==> config.mk <==
export PLATFORM = sky130hd
export DESIGN_NAME = i2c_req_arbiter
export DESIGN_NICKNAME = d
export VERILOG_FILES = /design/src/rtl/i2c_arb_pkg.sv /design/src/rtl/i2c_rr_picker.sv /design/src/rtl/i2c_req_arbiter.sv
export SDC_FILE = /design/constraint.sdc
export NUM_CORES = 1
export LEC_CHECK = 0
export ABC_AREA = 1
export CAP_MARGIN = 0
export CORE_MARGIN = 5
export CORE_UTILIZATION = 40
export DETAILED_ROUTE_END_ITERATION = 7
export HOLD_SLACK_MARGIN = 0.12
export MAX_ROUTING_LAYER = met4
export PLACE_DENSITY = 0.85
export SLEW_MARGIN = 25
export SYNTH_ARGS = -nofsm -noshare
export SYNTH_HDL_FRONTEND = slang
export SYNTH_SLANG_ARGS = --single-unit
==> constraint.sdc <==
create_clock -name clk -period 2.35 [get_ports clk]
set_clock_uncertainty 0.2 [all_clocks]
set_input_delay 0.47 -clock clk [delete_from_list [all_inputs] [get_ports clk]]
set_output_delay 0.47 -clock clk [all_outputs]
set_load 0.01 [all_outputs]
==> src/rtl/i2c_arb_pkg.sv <==
// Shared types, default constants and the round-robin pick function for the I2C requester arbiter.
package i2c_arb_pkg;

    localparam int unsigned N_REQ_DEF       = 4;
    localparam int unsigned ADDR_W_DEF      = 7;
    localparam int unsigned DATA_W_DEF      = 8;
    localparam int unsigned MAX_RETRY_DEF   = 2;
    localparam int unsigned BACKOFF_CYC_DEF = 16;
    localparam int unsigned TIMEOUT_CYC_DEF = 65535;

    // Upper bound on requesters; the pick function is written for this width.
    localparam int unsigned MAX_REQ   = 8;
    localparam int unsigned IDX_MAX_W = 3;

    typedef enum logic [2:0] {
        ARB_IDLE,
        ARB_ISSUE,
        ARB_WAIT_DONE,
        ARB_BACKOFF,
        ARB_RESP
    } arb_state_t;

    // First set bit of req searching circularly from ptr over n entries.
    function automatic logic [IDX_MAX_W-1:0] rr_pick(
        input logic [MAX_REQ-1:0]   req,
        input logic [IDX_MAX_W-1:0] ptr,
        input int unsigned          n
    );
        logic [IDX_MAX_W-1:0] idx;
        logic [IDX_MAX_W:0]   pos;
        logic                 found;
        idx   = '0;
        found = 1'b0;
        for (int unsigned k = 0; k < MAX_REQ; k++) begin
            pos = {1'b0, ptr} + (IDX_MAX_W + 1)'(k);
            if (pos >= (IDX_MAX_W + 1)'(n)) begin
                pos = pos - (IDX_MAX_W + 1)'(n);
            end
            if (!found && (k < n) && req[pos[IDX_MAX_W-1:0]]) begin
                idx   = pos[IDX_MAX_W-1:0];
                found = 1'b1;
            end
        end
        return idx;
    endfunction

endpackage

==> src/rtl/i2c_rr_picker.sv <==
// Combinational round-robin priority picker: first requester at or after ptr, wrapping.
module i2c_rr_picker
    import i2c_arb_pkg::*;
#(
    parameter  int unsigned N_REQ = N_REQ_DEF,
    localparam int unsigned IDX_W = $clog2(N_REQ)
) (
    input  logic [N_REQ-1:0] req,
    input  logic [IDX_W-1:0] ptr,
    output logic [IDX_W-1:0] pick_idx_c,
    output logic             pick_valid_c
);

    logic [IDX_MAX_W-1:0] pick_full;

    assign pick_full    = rr_pick(MAX_REQ'(req), IDX_MAX_W'(ptr), N_REQ);
    assign pick_idx_c   = IDX_W'(pick_full);
    assign pick_valid_c = |req;

endmodule

==> src/rtl/i2c_req_arbiter.sv <==
// Round-robin arbiter sharing one i2c_fsm write master between N_REQ requesters, with NACK retry.
// Optional watchdog on WAIT_DONE and sticky timeout_flag port when I2C_ARB_TIMEOUT_EN is defined.
module i2c_req_arbiter
    import i2c_arb_pkg::*;
#(
    parameter  int unsigned N_REQ       = N_REQ_DEF,
    parameter  int unsigned ADDR_W      = ADDR_W_DEF,
    parameter  int unsigned DATA_W      = DATA_W_DEF,
    parameter  int unsigned MAX_RETRY   = MAX_RETRY_DEF,
    parameter  int unsigned BACKOFF_CYC = BACKOFF_CYC_DEF,
    parameter  int unsigned TIMEOUT_CYC = TIMEOUT_CYC_DEF,
    localparam int unsigned IDX_W       = $clog2(N_REQ)
) (
    input  logic                    clk,
    input  logic                    rst_n,
    input  logic                    enable,
    input  logic [N_REQ-1:0]        req,
    input  logic [N_REQ*ADDR_W-1:0] req_addr,
    input  logic [N_REQ*DATA_W-1:0] req_data,
    output logic [N_REQ-1:0]        rsp_valid,
    output logic                    rsp_err,
    output logic [IDX_W-1:0]        gnt_idx,
    output logic                    arb_busy,
    output logic                    m_en,
    output logic                    m_start,
    output logic [ADDR_W-1:0]       m_addr7,
    output logic [DATA_W-1:0]       m_tx_data,
    output logic                    m_tx_data_valid,
`ifdef I2C_ARB_TIMEOUT_EN
    output logic                    timeout_flag,
`endif
    input  logic                    m_busy,
    input  logic                    m_done,
    input  logic                    m_ack_error
);

    localparam int unsigned RETRY_W = (MAX_RETRY < 1) ? 1 : $clog2(MAX_RETRY + 1);
    localparam int unsigned BO_W    = (BACKOFF_CYC < 2) ? 1 : $clog2(BACKOFF_CYC);

    if ((N_REQ < 2) || (N_REQ > MAX_REQ) || (BACKOFF_CYC < 1) || (TIMEOUT_CYC < 1)
        || (ADDR_W < 1) || (DATA_W < 1)) begin : g_param_check
        $error("i2c_req_arbiter: parameter out of range");
    end

    arb_state_t          state, state_d;
    logic [IDX_W-1:0]    rr_ptr, rr_ptr_d;
    logic [RETRY_W-1:0]  retry_cnt, retry_d;
    logic                err_seen, err_seen_d;
    logic [BO_W-1:0]     bo_cnt, bo_cnt_d;
    logic                done_err;

    logic [N_REQ-1:0]    rsp_valid_d;
    logic                rsp_err_d;
    logic [IDX_W-1:0]    gnt_idx_d;
    logic                arb_busy_d;
    logic                m_start_d;
    logic [ADDR_W-1:0]   addr_d;
    logic [DATA_W-1:0]   data_d;

`ifdef I2C_ARB_TIMEOUT_EN
    localparam int unsigned WD_W = $clog2(TIMEOUT_CYC + 1);
    logic [WD_W-1:0]     wd_cnt, wd_cnt_d;
    logic                timeout_flag_d;
`endif

    logic [IDX_W-1:0]    pick_idx_c;
    logic                pick_valid_c;
    logic [ADDR_W-1:0]   addr_arr [N_REQ];
    logic [DATA_W-1:0]   data_arr [N_REQ];

    for (genvar i = 0; i < N_REQ; i++) begin : g_unpack
        assign addr_arr[i] = req_addr[i*ADDR_W +: ADDR_W];
        assign data_arr[i] = req_data[i*DATA_W +: DATA_W];
    end

    i2c_rr_picker #(
        .N_REQ (N_REQ)
    ) u_picker (
        .req          (req),
        .ptr          (rr_ptr),
        .pick_idx_c   (pick_idx_c),
        .pick_valid_c (pick_valid_c)
    );

    // Next-state and next-output logic; outputs are registered from these *_d values.
    always_comb begin
        state_d     = state;
        rr_ptr_d    = rr_ptr;
        retry_d     = retry_cnt;
        err_seen_d  = err_seen;
        bo_cnt_d    = bo_cnt;
        gnt_idx_d   = gnt_idx;
        addr_d      = m_addr7;
        data_d      = m_tx_data;
        rsp_valid_d = '0;
        rsp_err_d   = 1'b0;
        done_err    = err_seen | m_ack_error;
`ifdef I2C_ARB_TIMEOUT_EN
        wd_cnt_d       = wd_cnt;
        timeout_flag_d = timeout_flag;
`endif

        case (state)
            ARB_IDLE: begin
                if (enable && pick_valid_c && !m_busy) begin
                    state_d    = ARB_ISSUE;
                    gnt_idx_d  = pick_idx_c;
                    addr_d     = addr_arr[pick_idx_c];
                    data_d     = data_arr[pick_idx_c];
                    retry_d    = '0;
                    err_seen_d = 1'b0;
                end
            end
            ARB_ISSUE: begin
                err_seen_d = 1'b0;
`ifdef I2C_ARB_TIMEOUT_EN
                wd_cnt_d   = '0;
`endif
                state_d    = ARB_WAIT_DONE;
            end
            ARB_WAIT_DONE: begin
                err_seen_d = done_err;
`ifdef I2C_ARB_TIMEOUT_EN
                wd_cnt_d   = wd_cnt + WD_W'(1);
`endif
                if (m_done) begin
                    if (done_err && (retry_cnt < RETRY_W'(MAX_RETRY))) begin
                        state_d  = ARB_BACKOFF;
                        retry_d  = retry_cnt + RETRY_W'(1);
                        bo_cnt_d = '0;
                    end else begin
                        state_d              = ARB_RESP;
                        rsp_valid_d[gnt_idx] = 1'b1;
                        rsp_err_d            = done_err;
                    end
                end
`ifdef I2C_ARB_TIMEOUT_EN
                else if (wd_cnt == WD_W'(TIMEOUT_CYC - 1)) begin
                    state_d              = ARB_RESP;
                    rsp_valid_d[gnt_idx] = 1'b1;
                    rsp_err_d            = 1'b1;
                    timeout_flag_d       = 1'b1;
                end
`endif
            end
            ARB_BACKOFF: begin
                // Retries proceed regardless of enable so a started transaction always finishes.
                if (bo_cnt == BO_W'(BACKOFF_CYC - 1)) begin
                    state_d = ARB_ISSUE;
                end else begin
                    bo_cnt_d = bo_cnt + BO_W'(1);
                end
            end
            ARB_RESP: begin
                rr_ptr_d = (gnt_idx == IDX_W'(N_REQ - 1)) ? '0 : gnt_idx + IDX_W'(1);
                state_d  = ARB_IDLE;
            end
            default: begin
                state_d = ARB_IDLE;
            end
        endcase

        m_start_d  = (state_d == ARB_ISSUE);
        arb_busy_d = (state_d != ARB_IDLE);
    end

    // State, datapath and output registers.
    always_ff @(posedge clk or negedge rst_n) begin
        if (!rst_n) begin
            state           <= ARB_IDLE;
            rr_ptr          <= '0;
            retry_cnt       <= '0;
            err_seen        <= 1'b0;
            bo_cnt          <= '0;
            rsp_valid       <= '0;
            rsp_err         <= 1'b0;
            gnt_idx         <= '0;
            arb_busy        <= 1'b0;
            m_en            <= 1'b0;
            m_start         <= 1'b0;
            m_addr7         <= '0;
            m_tx_data       <= '0;
            m_tx_data_valid <= 1'b0;
`ifdef I2C_ARB_TIMEOUT_EN
            wd_cnt          <= '0;
            timeout_flag    <= 1'b0;
`endif
        end else begin
            state           <= state_d;
            rr_ptr          <= rr_ptr_d;
            retry_cnt       <= retry_d;
            err_seen        <= err_seen_d;
            bo_cnt          <= bo_cnt_d;
            rsp_valid       <= rsp_valid_d;
            rsp_err         <= rsp_err_d;
            gnt_idx         <= gnt_idx_d;
            arb_busy        <= arb_busy_d;
            m_en            <= enable;
            m_start         <= m_start_d;
            m_addr7         <= addr_d;
            m_tx_data       <= data_d;
            m_tx_data_valid <= m_start_d;
`ifdef I2C_ARB_TIMEOUT_EN
            wd_cnt          <= wd_cnt_d;
            timeout_flag    <= timeout_flag_d;
`endif
        end
    end

endmodule

==> Implementation_results.wiki <==
{| class="wikitable"
! Metric !! Value
|-
| Critical Path Most Common Cell || sky130_fd_sc_hd__nand2_1
|-
| Fraction of the yosys area taken by sequential cells || 35.0%
|-
| Core region area || 0.00639 mm^2
|-
| Start-to-end type of the worst setup path || input pin to register
|-
| Count of max-cap constraint violations || 0
|-
| Die Area || 0.00835 mm^2
|-
| Total grt overflow || 0
|-
| F_max || 0.433 GHz
|-
| Largest incremental delay on the critical path || 0.48 ns
|-
| Flip-flop and latch count after synthesis || 37
|-
| Most common cell in the netlist || sky130_fd_sc_hd__nand2_1
|-
| Area share of the largest cell type after synthesis || 35.0%
|-
| Maximum number of pins on one net before global-route repair || 38
|-
| Total CTS buffers || 5
|-
| Diodes inserted || 0
|-
| Routed vias/inst || 4.80
|-
| Growth of design area from synthesis to finish || 49.1%
|-
| Largest fanout on the critical path || 7
|-
| Post-synthesis cell area || 0.00265 mm^2
|-
| Core occupancy in the finished layout || 61.8%
|-
| Data arrival time at the worst-slack endpoint || 2.29 ns
|-
| DP Worst Slack || -0.279 ns
|-
| Row count || 29
|-
| Count of antenna-violating nets left after detailed routing || 0
|-
| Average cell area after synthesis || 6.72 um^2
|-
| Deepest clock path buffer count || 2
|-
| Standard cell with the maximum stage delay on the critical path || sky130_fd_sc_hd__clkdlybuf4s50_1
|-
| Count of H-tree levels built during CTS || 2
|-
| Final setup violating endpoints || 0
|-
| Detailed Place HPWL || 5450 um
|-
| Worst path setup slack after routing || 0.0426 ns
|-
| Commonest register cell after synthesis || sky130_fd_sc_hd__dfrtp_1
|-
| Number of input and output port buffers inserted || 95
|-
| Clock Latency Late Sink || 0.28 ns
|-
| Pwr dens || 1350 mW/mm^2
|-
| Sum of negative setup slack || 0 ns
|-
| Ratio of final minimum period to clock period || 98.2%
|-
| Maximum resistive drop on vdd || 0.764 mV
|-
| Ordered cell list for the critical path || clkdlybuf4s50_1, inv_1, nand2_1, nand3_2, nand2_2, inv_1, nand2_1, nand2_1, nand2_2, nand2_4, nand2_8, buf_6, nand2_1, nand3_1, nand2_1, nand2_1, nand2_1
|-
| Post-synth cell types || 33
|-
| Final wirelength || 7280 um
|-
| Headroom to the max-slew limit || 47.5%
|-
| Initial core utilization || 41.5%
|-
| Global-route wire length before repair || 11300 um
|-
| Synthesized instance count || 394
|-
| Slew at the pin closest to its max-slew limit || 0.788 ns
|-
| Buffer cell driving the clock tree root || sky130_fd_sc_hd__clkbuf_8
|-
| Fillers || 543
|-
| Final min period || 2.31 ns
|-
| Die extent in x || 91.4 um
|-
| Path type of the worst min-delay path || register to register
|-
| Final net count || 571
|-
| Final Max Slew Viols || 0
|-
| Die boundary height || 91.4 um
|-
| Kind of launch point of the worst setup path || input pin
|-
| Via count || 2749
|-
| Total non-filler cell area in the finished layout || 0.00395 mm^2
|-
| Status || finished, final reports clean
|-
| Detailed Routing Iterations Pass 1 || 4
|-
| Tot GR Track Use || 16.6%
|-
| EDFF count, synth || 0
|-
| DRT iter0 DRCs || 145
|-
| DRC violations left || 0
|-
| Warnings from Yosys || 0
|-
| Syn nets || 469
|-
| Yosys top cell by area || sky130_fd_sc_hd__dfrtp_1
|-
| Static leakage || 2.14 nW
|-
| Clock-pin transition on the worst setup and hold timing paths || 0.07 ns
|-
| Post-synth top cells || sky130_fd_sc_hd__nand2_1 (120), sky130_fd_sc_hd__inv_1 (86), sky130_fd_sc_hd__nand3_1 (57), sky130_fd_sc_hd__dfrtp_1 (37), sky130_fd_sc_hd__nor2_1 (18)
|-
| Post-detailed-route wirelength per cell || 12.7 um
|-
| Most area-consuming cells after synthesis || sky130_fd_sc_hd__dfrtp_1 (35%), sky130_fd_sc_hd__nand2_1 (17%), sky130_fd_sc_hd__inv_1 (12%)
|-
| Routability congestion estimate || 0.889
|-
| Kind of end point of the critical path || register
|-
| Clock tree from TritonCTS || built
|-
| # IOs || 96
|-
| Number of antenna violations at the first check in global routing || 0
|-
| Data required time at the worst endpoint || 2.33 ns
|-
| Post-synth ARST share || 100%
|-
| Count of clock tree sinks || 37
|-
| Number of global-route vias before repair || 2572
|-
| Proportion of layout cells with a drive suffix above 1 || 11.9%
|-
| Dpl cell area || 0.00366 mm^2
|-
| Hold violation count in the final report || 0
|}
-- repair_timing --
item	CTS	global route
hold endpoints to repair	37	0
setup buffers	0	2
setup endpoints to repair	0	16
resized for setup	0	13
hold buffers	1	0
-- metal layers --
metal	GRT usage (%)	share of wire [%]	up-vias	wire, um
li1	-	-	1394	-
met2	27.6	51	104	3730
met3	3.22	6.9	12	502
met5	-	0	-	0
met1	20.4	40	1239	2910
met4	5.38	1.9	0	139
-- where the power goes --
part           leakage, nW  switching, mW  internal [mW]
clock               0.0433          0.212          0.232
combinational         1.62           2.03           1.80
sequential           0.472          0.195          0.878
total                 2.14           2.43           2.91
-- kinds of logic after synthesis --
family | share of synthesized area [%]
and+or+nand+nor | 38.3
buffers and inverters | 18.4
AOI/OAI and AO/OA | 5.58
muxes | 0.425
DFF | 35.0
adders and majority gates | 2.36
-- path summary, 6_finish.rpt --
kind	startpoint	slack (ns)	endpoint	depth (start not counted)
hold / removal	m_addr7[1]$_DFFE_PN0P_	0.29	m_addr7[1]$_DFFE_PN0P_	2
setup / recovery	req[0]	0.04	m_addr7[0]$_DFFE_PN0P_	17
max in group asynchronous	rst_n	0.81	rr_ptr[0]$_DFFE_PN0N_	2
min in group asynchronous	rst_n	0.60	state[0]$_DFF_PN0_	2
hold reg to reg	m_addr7[1]$_DFFE_PN0P_	0.29	m_addr7[1]$_DFFE_PN0P_	2
setup reg to reg	rr_ptr[1]$_DFFE_PN0N_	0.16	m_tx_data[3]$_DFFE_PN0P_	14
-- cell type report --
class                   count  area [um^2]  share of cell area, %
multi-input cells         250         1290                   32.6
flip-flops and latches     37          927                   23.5
repair buffers            111         1200                   30.4
inverters                  91          344                   8.71
well taps                  77         96.3                   2.44
clock buffers               6         82.6                   2.09
clock inverters             1         7.51                  0.190
-- state kept, by name, summed over array words and instances, names as in the netlist, 2 cells and up --
signal,count
m_tx_data,8
m_addr7,7
bo_cnt,4
rsp_valid,4
state,3
gnt_idx,2
retry_cnt,2
rr_ptr,2
-- cells in the final DEF (no fill, tap or decap), types with 2 or more instances in the layout --
| cell type | synthesis | final |
|---|---|---|
| sky130_fd_sc_hd__nand3_1 | 57 | 55 |
| sky130_fd_sc_hd__inv_1 | 86 | 86 |
| sky130_fd_sc_hd__o21ai_0 | 6 | 6 |
| sky130_fd_sc_hd__buf_4 | 3 | 5 |
| sky130_fd_sc_hd__clkbuf_8 | 0 | 6 |
| sky130_fd_sc_hd__nor2_1 | 18 | 18 |
| sky130_fd_sc_hd__nand4_1 | 3 | 3 |
| sky130_fd_sc_hd__clkbuf_16 | 0 | 3 |
| sky130_fd_sc_hd__buf_12 | 1 | 6 |
| sky130_fd_sc_hd__clkdlybuf4s50_1 | 0 | 93 |
| sky130_fd_sc_hd__nand2_2 | 9 | 9 |
| sky130_fd_sc_hd__o21ai_2 | 1 | 2 |
| sky130_fd_sc_hd__dfrtp_1 | 37 | 36 |
| sky130_fd_sc_hd__ha_1 | 5 | 5 |
| sky130_fd_sc_hd__nand2_4 | 0 | 2 |
| sky130_fd_sc_hd__nand3_2 | 9 | 11 |
| sky130_fd_sc_hd__nor3_1 | 3 | 3 |
| sky130_fd_sc_hd__inv_2 | 3 | 3 |
| sky130_fd_sc_hd__nand2_1 | 120 | 117 |
| sky130_fd_sc_hd__a21oi_1 | 8 | 8 |
-- stage by stage --
| stage | std cells | hold WS, ns | power, mW |
|---|---|---|---|
| global placement | 559 | 0.269 | 4.07 |
| detailed placement | 559 | 0.269 | 4.17 |
| finish | 573 | 0.289 | 5.34 |
| CTS | 567 | 0.287 | 4.63 |
| global route | 573 | 0.301 | 5.78 |
| floorplan | 394 | -0.0256 | 3.31 |
-- worst max-delay path: cells and delay by family --
| family | cells | cell delay (ns) |
|---|---|---|
| buf+inv | 4 | 0.75 |
| simple gates | 13 | 1.07 |
(Power assumes the default switching activity.)
